===== config.mk =====
export PLATFORM = sky130hd
export DESIGN_NAME = afe_serial_cfg
export DESIGN_NICKNAME = d
export VERILOG_FILES = /design/src/rtl/afe_serial_cfg.sv
export SDC_FILE = /design/constraint.sdc
export NUM_CORES = 1
export LEC_CHECK = 0
export ABC_AREA = 1
export BUFFER_PORTS_ARGS = -buffer_cell sky130_fd_sc_hd__buf_2
export CAP_MARGIN = 10
export CORE_MARGIN = 8
export CORE_UTILIZATION = 40
export CTS_CLUSTER_SIZE = 24
export DETAILED_ROUTE_END_ITERATION = 12
export GPL_TIMING_DRIVEN = 0
export HOLD_SLACK_MARGIN = 0.02
export REMOVE_ABC_BUFFERS = 1
export SLEW_MARGIN = 15
export SYNTH_ARGS = -nofsm -noshare
export SYNTH_HDL_FRONTEND = slang
export SYNTH_SLANG_ARGS = --single-unit

===== constraint.sdc =====
create_clock -name sys_clk -period 2.1 [get_ports sys_clk]
set_input_delay 0.105 -clock sys_clk [delete_from_list [all_inputs] [get_ports sys_clk]]
set_output_delay 0.105 -clock sys_clk [all_outputs]
set_load 0.05 [all_outputs]

===== src/rtl/afe_serial_cfg.sv =====
// Serial register writer for CCD analog front ends: snapshots a register bank on
// start and shifts address + data LSB-first on SDATA/SCK with active-low SL framing.
//
// state | meaning
// IDLE  | waiting for start; rejected requests pulse err
// SETUP | SL low, SCK low, first bit presented for CLK_DIV cycles
// SHIFT | one bit per 2*CLK_DIV cycles, SCK low then high
// HOLD  | SCK low, SL low, last bit held for CLK_DIV cycles
// GAP   | SL high between frames (CONTINUOUS=0 only), SL_GAP half-periods
// DONE  | one-cycle done pulse
module afe_serial_cfg #(
  parameter int CLK_DIV    = 8,
  parameter int ADDR_W     = 3,
  parameter int DATA_W     = 12,
  parameter int NUM_REGS   = 5,
  parameter int CONTINUOUS = 1,
  parameter int SL_GAP     = 2
) (
  input  logic                           sys_clk,
  input  logic                           rst,
  input  logic [NUM_REGS*DATA_W-1:0]     cfg_data,
  input  logic [ADDR_W-1:0]              start_addr,
  input  logic [$clog2(NUM_REGS+1)-1:0]  num_words,
  input  logic                           start,
  output logic                           busy,
  output logic                           done,
  output logic                           err,
  output logic                           SDATA,
  output logic                           SCK,
  output logic                           SL
);

  localparam int NW_W    = $clog2(NUM_REGS + 1);
  localparam int REG_W   = NUM_REGS * DATA_W;
  localparam int FRAME_W = ADDR_W + REG_W;
  localparam int BC_W    = $clog2(FRAME_W + 1);
  localparam int DIV_W   = $clog2(CLK_DIV);
  localparam int GAP_W   = (SL_GAP > 1) ? $clog2(SL_GAP + 1) : 1;

  typedef enum logic [2:0] {IDLE, SETUP, SHIFT, HOLD, GAP, DONE} state_t;

  state_t              state, state_nxt;
  logic [DIV_W-1:0]    div_cnt;
  logic                sck_hi;
  logic [BC_W-1:0]     bits_left;
  logic [NW_W-1:0]     words_left;
  logic [GAP_W-1:0]    gap_cnt;
  logic [FRAME_W-1:0]  sh;
  logic [REG_W-1:0]    dat;
  logic [ADDR_W-1:0]   cur_addr;

  logic                div_wrap;
  logic                bit_end;
  logic                last_bit;
  logic                more_frames;
  logic                req_ok;
  logic                accept;
  logic [31:0]         req_end;
  logic [REG_W-1:0]    cfg_sel;
  logic [BC_W-1:0]     cont_len;

  // Range check in 32 bits so start_addr+num_words cannot wrap at the top of the bank.
  assign req_end     = 32'(start_addr) + 32'(num_words);
  assign req_ok      = (num_words != '0) && (req_end <= 32'(NUM_REGS));
  assign accept      = (state == IDLE) && start && req_ok;
  assign cfg_sel     = cfg_data >> (32'(start_addr) * DATA_W);
  assign cont_len    = BC_W'(ADDR_W) + BC_W'(num_words) * BC_W'(DATA_W);
  assign div_wrap    = (div_cnt == DIV_W'(CLK_DIV - 1));
  assign bit_end     = (state == SHIFT) && div_wrap && sck_hi;
  assign last_bit    = (bits_left == BC_W'(1));
  assign more_frames = (CONTINUOUS == 0) && (words_left > NW_W'(1));

  always_ff @(posedge sys_clk or posedge rst) begin
    if (rst) state <= IDLE;
    else     state <= state_nxt;
  end

  always_comb begin
    state_nxt = state;
    busy      = 1'b0;
    done      = 1'b0;
    SL        = 1'b1;
    SCK       = 1'b0;
    SDATA     = 1'b1;
    case (state)
      IDLE: begin
        if (accept) state_nxt = SETUP;
      end
      SETUP: begin
        busy  = 1'b1;
        SL    = 1'b0;
        SDATA = sh[0];
        if (div_wrap) state_nxt = SHIFT;
      end
      SHIFT: begin
        busy  = 1'b1;
        SL    = 1'b0;
        SCK   = sck_hi;
        SDATA = sh[0];
        if (bit_end && last_bit) state_nxt = HOLD;
      end
      HOLD: begin
        busy  = 1'b1;
        SL    = 1'b0;
        SDATA = sh[0];
        if (div_wrap) state_nxt = more_frames ? GAP : DONE;
      end
      GAP: begin
        busy = 1'b1;
        if (div_wrap && gap_cnt == GAP_W'(1)) state_nxt = SETUP;
      end
      DONE: begin
        done      = 1'b1;
        state_nxt = IDLE;
      end
      default: state_nxt = IDLE;
    endcase
  end

  always_ff @(posedge sys_clk or posedge rst) begin
    if (rst) begin
      div_cnt    <= '0;
      sck_hi     <= 1'b0;
      bits_left  <= '0;
      words_left <= '0;
      gap_cnt    <= '0;
      sh         <= '0;
      dat        <= '0;
      cur_addr   <= '0;
      err        <= 1'b0;
    end else begin
      err <= (state == IDLE) && start && !req_ok;

      if (state == IDLE || state_nxt != state || div_wrap) div_cnt <= '0;
      else                                                 div_cnt <= div_cnt + DIV_W'(1);

      // Leaving SHIFT always happens at the end of a high phase, so sck_hi lands at 0.
      if (state == SHIFT) sck_hi <= div_wrap ? ~sck_hi : sck_hi;
      else                sck_hi <= 1'b0;

      if (accept) begin
        words_left <= num_words;
        cur_addr   <= start_addr + ADDR_W'(1);
        if (CONTINUOUS != 0) begin
          sh        <= {cfg_sel, start_addr};
          bits_left <= cont_len;
        end else begin
          sh        <= FRAME_W'({cfg_sel[DATA_W-1:0], start_addr});
          dat       <= cfg_sel >> DATA_W;
          bits_left <= BC_W'(ADDR_W + DATA_W);
        end
      end else if (bit_end && !last_bit) begin
        sh        <= sh >> 1;
        bits_left <= bits_left - BC_W'(1);
      end else if (state == HOLD && div_wrap && more_frames) begin
        words_left <= words_left - NW_W'(1);
        gap_cnt    <= GAP_W'(SL_GAP);
      end else if (state == GAP && div_wrap) begin
        gap_cnt <= gap_cnt - GAP_W'(1);
        if (gap_cnt == GAP_W'(1)) begin
          sh        <= FRAME_W'({dat[DATA_W-1:0], cur_addr});
          dat       <= dat >> DATA_W;
          cur_addr  <= cur_addr + ADDR_W'(1);
          bits_left <= BC_W'(ADDR_W + DATA_W);
        end
      end
    end
  end

endmodule


==> results.py <==
metrics = {
    "worst_hold_path": {
        "min_path_cells": 3,
        "hp-start": "num_words[0]",
        "min_to": "bits_left[2]",
        "hold_path.class": "primary input to flop",
    },
    "routing": {
        "drt-total-wl_um": 20390,
        "drc_errors": 0,
        "routed_via_density": 5.548,
        "num_vias": 6880,
        "drt_iter0_drc": 693,
        "ant_nets": 0,
        "routedWlPerCell_um": 16.45,
        "drtPass1Iterations": 7,
    },
    "setup_path": {
        "crit_arrival_ps": 2220,
        "r2r-end": "cur_addr[1]",
        "r2r-start": "state[2]",
        "startpoint_type": "flop",
        "r2r_slack_ps": 110,
        "path_class": "flop to flop",
        "crit_fanout": 19,
        "required_ps": 2330,
        "endpoint_kind": "flop",
        "worst-r2r-cell-count": 11,
    },
    "synthesis": {
        "syn_area_mm2": 0.006356,
        "syn_area_per_cell_um2": 6.532,
        "synthCells": 973,
        "ys_ff_latch": 82,
        "synth_warnings": 0,
        "ys_seq_area_share_pct": 32.28,
        "ys_types": 30,
    },
    "pwr": {
        "power.internal_mw": 2.948,
        "p_seq_share_pct": 35.8,
        "combPwrFrac_pct": 27.6,
        "p_leak_nw": 3.445,
        "switching_share_pct": 33.23,
        "power.density_mw_per_mm2": 591.1,
        "p_clk_share_pct": 36.7,
        "peakVddDrop_mv": 0.4089,
        "p_sw_mw": 1.467,
    },
    "global_routing": {
        "grt_pass1_vias": 6427,
        "grt_pass1_wl_um": 33130,
        "antenna_found_initial": 1,
        "gr-total-overflow": 0,
        "grt_max_degree": 70,
        "grt_usage_pct": 20.34,
    },
    "finish": {
        "num_antenna_cells": 0,
        "instances_no_fill": 1240,
        "area_delta_synth_final_pct": 17.52,
        "nets": 1105,
        "fin_util_pct": 47.54,
        "drive_above_1_share_pct": 14.75,
    },
    "timing": {
        "final_hold_viol_count": 0,
        "slew_violations": 0,
        "max_freq_ghz": 0.5017,
        "tightestPinTransition_ps": 494.7,
        "fin_crit_ps": 1993,
        "period_share_pct": 94.91,
        "slew_headroom_pct": 67.02,
        "worst_slack_ps": 106.9,
        "skew_ps": 5.922,
        "tns_ps": 0,
        "rsz0062_at_grt": "true",
        "finalSetupViolations": 0,
    },
    "floorplan": {
        "row_count": 46,
        "die-area_mm2": 0.02018,
        "start_util_pct": 40.45,
        "die_y_um": 142.1,
        "die_x_um": 142.1,
        "ios": 75,
        "fp.coreArea_mm2": 0.01571,
    },
    "clock_tree": {
        "clockBufferDepth": 2,
        "clock-sinks": 82,
        "cts_tree": "yes",
        "cts_root_buffer": "clkbuf_16",
        "cts.clk_slew.worst_paths_ps": 60,
        "numCtsBuffers": 9,
        "cts_max_level": 3,
        "clk_latency_ps": 340,
    },
    "job": {
        "cap_violations": 0,
    },
    "outcome": {
        "status": "completed",
    },
    "placed_design": {
        "dp_hpwl_um": 14050,
        "place.gp.congestion": 0.8030,
        "post-place-ws_ps": -2011,
        "dp.cells": 1204,
        "portBuffers": 74,
    },
}
[cell usage after synthesis]
master	n	share of area [%]
nand4_1	29	2.9
nor2_1	19	1.1
nand3_2	1	0.16
buf_6	5	0.89
o21ai_0	15	1.2
nor2_2	2	0.20
o311ai_0	1	0.14
inv_2	6	0.35
or2_2	3	0.30
nand2_2	3	0.30
nand4_4	1	0.33
buf_2	30	2.4
nor2_4	1	0.18
buf_1	4	0.24
a21oi_1	15	1.2
and2_1	3	0.30
o31ai_1	1	0.12
xor2_1	3	0.41
clkbuf_1	27	1.6
ha_1	14	2.8
fa_1	3	0.94
dfrtp_1	82	32
o211ai_1	31	3.7
xnor2_1	2	0.28
nor3_1	7	0.55
inv_1	42	2.5
buf_4	5	0.59
a21oi_2	1	0.14
nand3_1	289	23
nand2_1	328	19
[state kept, by name (all words and copies together) (netlist names)]
signal and count:
sh 63, bits_left 6, cur_addr 3, div_cnt 3, state 3, gap_cnt 2, err 1, sck_hi 1
[metal layers]
metal	vias to the layer above	track usage, %	part of all wire, %
met5	-	0	0.064
met4	2	6.388	2.0
met3	30	4.193	7.0
met2	233	32.57	46
met1	3223	26.89	45
li1	3392	-	-
[kinds of logic (layout without fill, tap and decap cells)]
kind of cell,after synthesis,count (layout),synth area share (%)
AND/OR/NAND/NOR,686,686,48.41
buffers and inverters,119,170,8.504
flip-flops,82,82,32.28
AO/OA/AOI/OAI,64,64,6.417
adder cells (fa/ha/maj),17,17,3.701
XOR/XNOR,5,5,0.6891
[how the worst max path moves through the flow]
stage / startpoint / to / slack, ps / depth (start not counted)
after global placement: start_addr[0] / sh[42] / -5710 / 8
after global routing: start_addr[0] / cur_addr[2] / -30 / 16
final: state[2] / cur_addr[1] / 110 / 11
after CTS: div_cnt[0] / sh[59] / 20 / 11
after floorplan: start_addr[0] / sh[49] / -2310 / 7
after detailed placement: start_addr[0] / sh[42] / -2010 / 9
[critical path, cell delays in order (launching register included)]
cell and delay, ps:
dfrtp_1 390, inv_2 150, nand2_2 80, nor2_4 190, nand4_4 170, buf_12 180, inv_12 100, nand2_1 80
o21ai_0 90, ha_2 290, nand2_1 60, o21ai_0 70
[final cells by class]
type,count,area [um^2]
Fill cell,1665,8243
Multi-Input combinational cell,772,3834
Sequential cell,82,2052
Timing Repair Buffer,104,782.0
Tap cell,216,270.3
Clock buffer,11,242.7
Inverter,48,219.0
Clock inverter,5,53.80
Timing Repair inverter,2,16.27
[power by group through the flow]
stage	Sequential, mW	Clock, mW	Combinational, mW
floorplan	1.61	0	0.696
CTS	1.58	1.63	1.20
finish	1.58	1.62	1.22
detailed placement	1.61	0	1.14
global route	1.58	1.70	1.36
global placement	1.61	0	1.07
[layout by cell type, fill, tap and decap left out, drive strengths merged, types with 4 or more instances in the layout]
master and instances:
a21oi 16, buf 102, clkbuf 12, clkinv 4, dfrtp 82, ha 14
inv 48, nand2 331, nand3 290, nand4 30, nor2 22, nor3 7
o211ai 31, o21ai 15
[timing repair]
action,4_1_cts,5_1_grt
pin swaps,3,2
gates cloned,1,2
hold endpoints to repair,23,0
resized for setup,19,8
setup buffers,13,4
hold buffers,1,0
endpoints found under the setup margin,73,42
[metrics by stage]
stage               area, um^2  power [mW]  hold slack [ps]
detailed placement        6920       2.745            111.3
CTS                       7406       4.418            80.95
finish                    7470       4.415            77.51
floorplan                 5996       2.306            275.6
global placement          6636       2.675            425.3
global route              7470       4.640            106.2
Power figures use the tool's default switching activity.
